<file path="src/rtl/lsu_ctrl_if.sv">
// lsu_ctrl bus bundle: execute request, writeback response and data-memory port.
// slave is the LSU side; master is the surrounding pipeline/memory side.
interface lsu_ctrl_if;
   logic        in_valid;
   logic        in_ready;
   logic        in_store;
   logic [2:0]  in_op;
   logic [31:0] in_addr;
   logic [31:0] in_wdata;
   logic [4:0]  in_rd;
   logic        out_valid;
   logic        out_ready;
   logic [31:0] out_rdata;
   logic [4:0]  out_rd;
   logic        out_store;
   logic        out_misalign;
   logic        mem_en;
   logic        mem_wr;
   logic [31:0] mem_addr;
   logic [31:0] mem_wdata;
   logic [3:0]  mem_wstrb;
   logic [31:0] mem_rdata;

   modport slave (
      input  in_valid, in_store, in_op, in_addr, in_wdata, in_rd,
      input  out_ready, mem_rdata,
      output in_ready, out_valid, out_rdata, out_rd, out_store,
      output out_misalign, mem_en, mem_wr, mem_addr, mem_wdata, mem_wstrb
   );

   modport master (
      output in_valid, in_store, in_op, in_addr, in_wdata, in_rd,
      output out_ready, mem_rdata,
      input  in_ready, out_valid, out_rdata, out_rd, out_store,
      input  out_misalign, mem_en, mem_wr, mem_addr, mem_wdata, mem_wstrb
   );
endinterface

</file>
<file path="src/rtl/lsu_ctrl.sv">
// Load/store control stage: lane steering, strobes, memory wait, extension.
// Optional misalignment trap enabled by defining LSU_MISALIGN_CHK_EN.
module lsu_ctrl #(
   parameter int MEM_LAT = 0
) (
   input  logic      clock,
   input  logic      reset,
   lsu_ctrl_if.slave bus
);

   typedef enum logic [1:0] {IDLE, REQ, WAIT, RESP} state_t;

   localparam logic [2:0] LAT_M1 =
      (MEM_LAT == 0) ? 3'd0 : 3'(MEM_LAT - 1);

   state_t      state, state_nxt;
   logic        store_q;
   logic [2:0]  op_q;
   logic [31:0] addr_q;
   logic [31:0] wdata_q;
   logic [31:0] rdata_q;
   logic [4:0]  rd_q;
   logic        mis_q;
   logic [2:0]  cnt;

   logic        accept;
   logic        mis;
   logic        sample;
   logic        is_b;
   logic        is_h;
   logic [1:0]  ofs;
   logic [4:0]  sh;
   logic [3:0]  strb;
   logic [31:0] shifted;
   logic [31:0] ext;

   logic        in_ready;
   logic        out_valid;
   logic        mem_en;
   logic        mem_wr;
   logic [3:0]  mem_wstrb;

   assign accept = bus.in_valid && (state == IDLE);

`ifdef LSU_MISALIGN_CHK_EN
   assign mis = ((bus.in_op[1:0] == 2'b01) && bus.in_addr[0]) ||
                (bus.in_op[1] && (bus.in_addr[1:0] != 2'b00));
`else
   assign mis = 1'b0;
`endif

   assign is_b = (op_q[1:0] == 2'b00);
   assign is_h = (op_q[1:0] == 2'b01);

   // Offset snaps to the natural size so unchecked odd accesses stay in-word.
   always_comb begin
      ofs  = 2'b00;
      strb = 4'b1111;
      unique case (1'b1)
         is_b: begin
            ofs  = addr_q[1:0];
            strb = 4'b0001 << addr_q[1:0];
         end
         is_h: begin
            ofs  = {addr_q[1], 1'b0};
            strb = 4'b0011 << {addr_q[1], 1'b0};
         end
         default: begin
            ofs  = 2'b00;
            strb = 4'b1111;
         end
      endcase
   end

   assign sh      = {ofs, 3'b000};
   assign shifted = bus.mem_rdata >> sh;

   always_comb begin
      ext = shifted;
      unique case (1'b1)
         is_b: ext = op_q[2] ? {24'h0, shifted[7:0]}
                             : {{24{shifted[7]}}, shifted[7:0]};
         is_h: ext = op_q[2] ? {16'h0, shifted[15:0]}
                             : {{16{shifted[15]}}, shifted[15:0]};
         default: ext = shifted;
      endcase
   end

   assign sample = ((state == REQ) && !store_q && (MEM_LAT == 0)) ||
                   ((state == WAIT) && (cnt == 3'd0));

   always_ff @(posedge clock or negedge reset) begin
      if (!reset) state <= IDLE;
      else        state <= state_nxt;
   end

   always_comb begin
      state_nxt = state;
      unique case (state)
         IDLE: if (accept) state_nxt = mis ? RESP : REQ;
         REQ: begin
            if (store_q || (MEM_LAT == 0)) state_nxt = RESP;
            else                           state_nxt = WAIT;
         end
         WAIT: if (cnt == 3'd0) state_nxt = RESP;
         RESP: if (bus.out_ready) state_nxt = IDLE;
         default: state_nxt = IDLE;
      endcase
   end

   always_comb begin
      in_ready  = (state == IDLE);
      out_valid = (state == RESP);
      mem_en    = (state == REQ);
      mem_wr    = (state == REQ) && store_q;
      mem_wstrb = mem_wr ? strb : 4'b0000;
   end

   always_ff @(posedge clock or negedge reset) begin
      if (!reset) begin
         store_q <= 1'b0;
         op_q    <= 3'b000;
         addr_q  <= 32'h0;
         wdata_q <= 32'h0;
         rd_q    <= 5'h0;
         mis_q   <= 1'b0;
         rdata_q <= 32'h0;
         cnt     <= 3'd0;
      end else begin
         if (accept) begin
            store_q <= bus.in_store;
            op_q    <= bus.in_op;
            addr_q  <= bus.in_addr;
            wdata_q <= bus.in_wdata;
            rd_q    <= bus.in_rd;
            mis_q   <= mis;
            rdata_q <= 32'h0;
         end
         if (state == REQ)       cnt <= LAT_M1;
         else if (state == WAIT) cnt <= cnt - 3'd1;
         if (sample) rdata_q <= ext;
      end
   end

   assign bus.in_ready     = in_ready;
   assign bus.out_valid    = out_valid;
   assign bus.out_rdata    = rdata_q;
   assign bus.out_rd       = rd_q;
   assign bus.out_store    = store_q;
   assign bus.out_misalign = mis_q;
   assign bus.mem_en       = mem_en;
   assign bus.mem_wr       = mem_wr;
   assign bus.mem_addr     = {addr_q[31:2], 2'b00};
   assign bus.mem_wdata    = wdata_q << sh;
   assign bus.mem_wstrb    = mem_wstrb;

endmodule

</file>
<file path="src/flat_wrapper.sv">
// flat-port wrapper written by rule: the top's interface ports become plain ports
module lsu_ctrl_flat 
#(
   parameter int MEM_LAT = 0
)
  (clock, reset, bus_in_valid, bus_in_store, bus_in_op, bus_in_addr, bus_in_wdata, bus_in_rd, bus_out_ready, bus_mem_rdata, bus_in_ready, bus_out_valid, bus_out_rdata, bus_out_rd, bus_out_store, bus_out_misalign, bus_mem_en, bus_mem_wr, bus_mem_addr, bus_mem_wdata, bus_mem_wstrb);
  lsu_ctrl_if bus_i ();
  input  logic clock;
  input  logic reset;
  input wire logic [$bits(bus_i.in_valid)-1:0] bus_in_valid;
  input wire logic [$bits(bus_i.in_store)-1:0] bus_in_store;
  input wire logic [$bits(bus_i.in_op)-1:0] bus_in_op;
  input wire logic [$bits(bus_i.in_addr)-1:0] bus_in_addr;
  input wire logic [$bits(bus_i.in_wdata)-1:0] bus_in_wdata;
  input wire logic [$bits(bus_i.in_rd)-1:0] bus_in_rd;
  input wire logic [$bits(bus_i.out_ready)-1:0] bus_out_ready;
  input wire logic [$bits(bus_i.mem_rdata)-1:0] bus_mem_rdata;
  output wire logic [$bits(bus_i.in_ready)-1:0] bus_in_ready;
  output wire logic [$bits(bus_i.out_valid)-1:0] bus_out_valid;
  output wire logic [$bits(bus_i.out_rdata)-1:0] bus_out_rdata;
  output wire logic [$bits(bus_i.out_rd)-1:0] bus_out_rd;
  output wire logic [$bits(bus_i.out_store)-1:0] bus_out_store;
  output wire logic [$bits(bus_i.out_misalign)-1:0] bus_out_misalign;
  output wire logic [$bits(bus_i.mem_en)-1:0] bus_mem_en;
  output wire logic [$bits(bus_i.mem_wr)-1:0] bus_mem_wr;
  output wire logic [$bits(bus_i.mem_addr)-1:0] bus_mem_addr;
  output wire logic [$bits(bus_i.mem_wdata)-1:0] bus_mem_wdata;
  output wire logic [$bits(bus_i.mem_wstrb)-1:0] bus_mem_wstrb;
  assign bus_i.in_valid = bus_in_valid;
  assign bus_i.in_store = bus_in_store;
  assign bus_i.in_op = bus_in_op;
  assign bus_i.in_addr = bus_in_addr;
  assign bus_i.in_wdata = bus_in_wdata;
  assign bus_i.in_rd = bus_in_rd;
  assign bus_i.out_ready = bus_out_ready;
  assign bus_i.mem_rdata = bus_mem_rdata;
  assign bus_in_ready = bus_i.in_ready;
  assign bus_out_valid = bus_i.out_valid;
  assign bus_out_rdata = bus_i.out_rdata;
  assign bus_out_rd = bus_i.out_rd;
  assign bus_out_store = bus_i.out_store;
  assign bus_out_misalign = bus_i.out_misalign;
  assign bus_mem_en = bus_i.mem_en;
  assign bus_mem_wr = bus_i.mem_wr;
  assign bus_mem_addr = bus_i.mem_addr;
  assign bus_mem_wdata = bus_i.mem_wdata;
  assign bus_mem_wstrb = bus_i.mem_wstrb;
  lsu_ctrl #(.MEM_LAT(MEM_LAT)) u_core (.clock(clock), .reset(reset), .bus(bus_i));
endmodule
</file>
<file path="config.mk">
export PLATFORM = sky130hd
export DESIGN_NAME = lsu_ctrl_flat
export DESIGN_NICKNAME = d
export VERILOG_FILES = /design/src/rtl/lsu_ctrl_if.sv /design/src/rtl/lsu_ctrl.sv /design/src/flat_wrapper.sv
export SDC_FILE = /design/constraint.sdc
export NUM_CORES = 1
export LEC_CHECK = 0
export ABC_AREA = 1
export CELL_PAD_IN_SITES_DETAIL_PLACEMENT = 1
export CELL_PAD_IN_SITES_GLOBAL_PLACEMENT = 1
export CORE_ASPECT_RATIO = 1.2
export CORE_UTILIZATION = 33
export CTS_CLUSTER_SIZE = 24
export DETAILED_ROUTE_END_ITERATION = 8
export PLACE_DENSITY_LB_ADDON = 0.12
export SYNTH_ARGS = -nofsm -noshare
export SYNTH_HDL_FRONTEND = slang
export SYNTH_SLANG_ARGS = --single-unit
</file>
<file path="constraint.sdc">
create_clock -name clock -period 5.2 [get_ports clock]
set_clock_uncertainty 0.05 [all_clocks]
set_input_delay 1.04 -clock clock [delete_from_list [all_inputs] [get_ports clock]]
set_output_delay 1.04 -clock clock [all_outputs]
set_load 0.02 [all_outputs]
</file>
==> impl_metrics.py <==
metrics = {
    "cts": {
        "cts_max_level": 3,
        "cts_sinks": 110,
        "cts_root_buffer": "clkbuf_16",
        "clk_pin_slew_ns": 0.07,
        "cts_buffers": 9,
        "cts_buffer_depth": 2,
        "clk_latency_ns": 0.36,
        "post_cts_resized": 0,
        "cts_setup_buffers": 0,
        "cts_tree": "yes",
        "cts_hold_buf": 0,
    },
    "sta": {
        "hold_viol_final": 0,
        "drv_slew": 0,
        "setup_ws_ns": 1.07,
        "rsz0062_at_grt": "no",
        "period_minus_slack_ns": 4.13,
        "worstMarginPinSlew_ns": 0.937,
        "fin_crit_sh": 0.795,
        "finalSetupViolCount": 0,
        "fin_setup_tns_ns": 0,
        "max_slew_margin": 0.375,
        "fmax_ghz": 0.242,
    },
    "cells_and_area": {
        "fin_nets": 1042,
        "final_area_um2": 8050,
        "mostFrequentLayoutCells": "353 x nand2_1, 215 x clkdlybuf4s50_1, 110 x dfrtp_1",
        "final_util": 0.476,
        "final_cells": 1146,
        "drive_gt1_frac": 0.0366,
        "area_growth_syn_to_layout_pct": 40.3,
        "mostFrequentLayoutCell": "nand2_1",
    },
    "floorplan": {
        "dieWidth_um": 122,
        "num_rows": 52,
        "io_pins": 220,
        "dieArea_um2": 17900,
        "die_y_um": 146,
        "coreArea_um2": 16900,
        "start_util": 0.339,
    },
    "placement": {
        "placed_area_um2": 7790,
        "dp.cells": 1131,
        "place_congestion": 0.847,
        "dp_slack_ns": 1.46,
        "port_buffers": 216,
        "hpwl_mm": 14.2,
    },
    "critical_path": {
        "cp_data_required_time_ns": 4.11,
        "criticalPathCategory": "flip-flop to output pin",
        "crit_path_start_kind": "flip-flop",
        "cp_max_fo": 48,
        "cp-end-kind": "output pin",
        "cp_data_arrival_time_ns": 3.04,
    },
    "drt": {
        "via_per_inst": 4.84,
        "drtIter0Drc": 333,
        "vias": 5550,
        "wl_mm": 19.9,
        "first_pass_iters": 4,
        "wire_per_inst_um": 17.4,
        "drc": 0,
        "ant_nets": 0,
    },
    "yosys": {
        "synth_top_family_by_area": "simple AND/OR/NAND/NOR gates",
        "ys_seq_elements": 110,
        "syn_avg_cell_area_um2": 7.51,
        "synth_fa_ha_area_frac": 0.0153,
        "synthSimpleGateAreaFrac": 0.290,
        "synthDistinctLibCells": 31,
        "async_reset_ff_frac": 1.00,
        "synth_xor_area_frac": 0,
        "synthCells": 764,
        "synth_area_um2": 5740,
        "synth.area.mux_share": 0.0140,
        "synth_ff_type": "dfrtp_1",
        "synth-edff-count": 0,
        "synth_seq_area_share": 0.480,
        "yosysWarnings": 0,
        "synth_compound_area_frac": 0.0923,
    },
    "power_and_ir_drop": {
        "ir_worst_vdd_v": 0.000425,
        "power.density_nw_per_um2": 686,
        "p_leak_nw": 3.99,
    },
    "global_route": {
        "grt_pass1_vias": 5956,
        "grt-ovfl-total": 0,
        "globalRouteTotalUtil": 0.233,
        "grt_pass1_wl_mm": 32.2,
        "grt_max_degree": 86,
        "grt_antenna_before_repair": 2,
    },
    "status": {
        "outcome": "finished, final reports clean",
    },
    "run": {
        "cap_violations": 0,
    },
    "worst_hold_path": {
        "hold_class": "flip-flop to flip-flop",
    },
}
==> cells in the mapped netlist, types with 3 or more instances <==
library cell / number / area, um2
buf_2: 8 / 40.0
a21oi_1: 14 / 70.1
clkbuf_1: 21 / 78.8
mux2i_1: 8 / 80.1
nand2_1: 354 / 1330
buf_4: 37 / 278
dfrtp_1: 110 / 2750
o21ai_0: 62 / 310
o21ai_1: 8 / 40.0
o211ai_1: 6 / 45.0
inv_1: 44 / 165
o22ai_1: 4 / 25.0
buf_1: 5 / 18.8
buf_6: 3 / 33.8
nand3_1: 28 / 140
nor2_1: 25 / 93.8
ha_1: 7 / 87.6
==> routing by layer <==
layer,part of all wire,track usage,wire (um),up-vias
li1,-,-,-,2662
met1,0.41,0.292,8240,2675
met2,0.49,0.384,9820,185
met3,0.072,0.0539,1430,28
met4,0.023,0.0915,460,0
met5,0,0,0,-
==> layout make-up <==
| cell class | instances | area, um2 |
|---|---|---|
| Fill cell | 2088 | 8870 |
| Sequential cell | 110 | 2750 |
| Multi-Input combinational cell | 536 | 2380 |
| Timing Repair Buffer | 223 | 2210 |
| Tap cell | 216 | 270 |
| Clock buffer | 11 | 233 |
| Inverter | 46 | 173 |
| Clock inverter | 3 | 23.8 |
| Antenna cell | 1 | 2.50 |
==> state kept, by name, indices dropped and copies added, names as in the netlist <==
name,flops
u_core.bus.out_rdata,32
u_core.bus.out_rd,5
u_core.state,2
u_core.bus.out_store,1
u_core.op_q,3
u_core.addr_q,32
u_core.cnt,3
u_core.wdata_q,32
==> power breakdown <==
group	switching (mW)	internal [mW]
Sequential	0.290	1.25
Combinational	1.99	1.35
Clock	0.322	0.322
==> cell families (layout without fill, tap and decap cells) <==
group	Yosys count	after routing
AND/OR/NAND/NOR	419	419
buffers and inverters	120	283
flip-flops	110	110
AO/OA/AOI/OAI	99	99
multiplexers	8	8
adder cells (fa/ha/maj)	7	7
other	1	4
==> critical path: stages (launching register included) <==
cell and delay (ns):
dfrtp_1 0.69, nor2_4 0.10, nand2_2 0.69, mux2i_1 0.22, o21ai_0 0.30, clkdlybuf4s50_1 0.66
==> per-stage QoR <==
step,power [mW],hold slack (ns)
global placement,4.82,0.413
CTS,5.59,0.439
floorplan,3.58,0.394
finish,5.52,0.430
global route,5.96,0.458
detailed placement,4.90,0.418
==> worst paths after layout <==
kind                                               start                        to  slack (ns)  cells past startpoint
worst min register to register  u_core.bus.out_rdata[28]  u_core.bus.out_rdata[28]        0.43                      2
max in group asynchronous                          reset        u_core.wdata_q[27]        3.18                      2
worst max-delay path                      u_core.op_q[1]         bus_mem_wdata[25]        1.07                      5
min in group asynchronous                          reset           u_core.state[1]        0.77                      1
worst max register to register            u_core.op_q[1]  u_core.bus.out_rdata[21]        2.16                     10
worst min-delay path            u_core.bus.out_rdata[28]  u_core.bus.out_rdata[28]        0.43                      2
(Power assumes the default switching activity.)
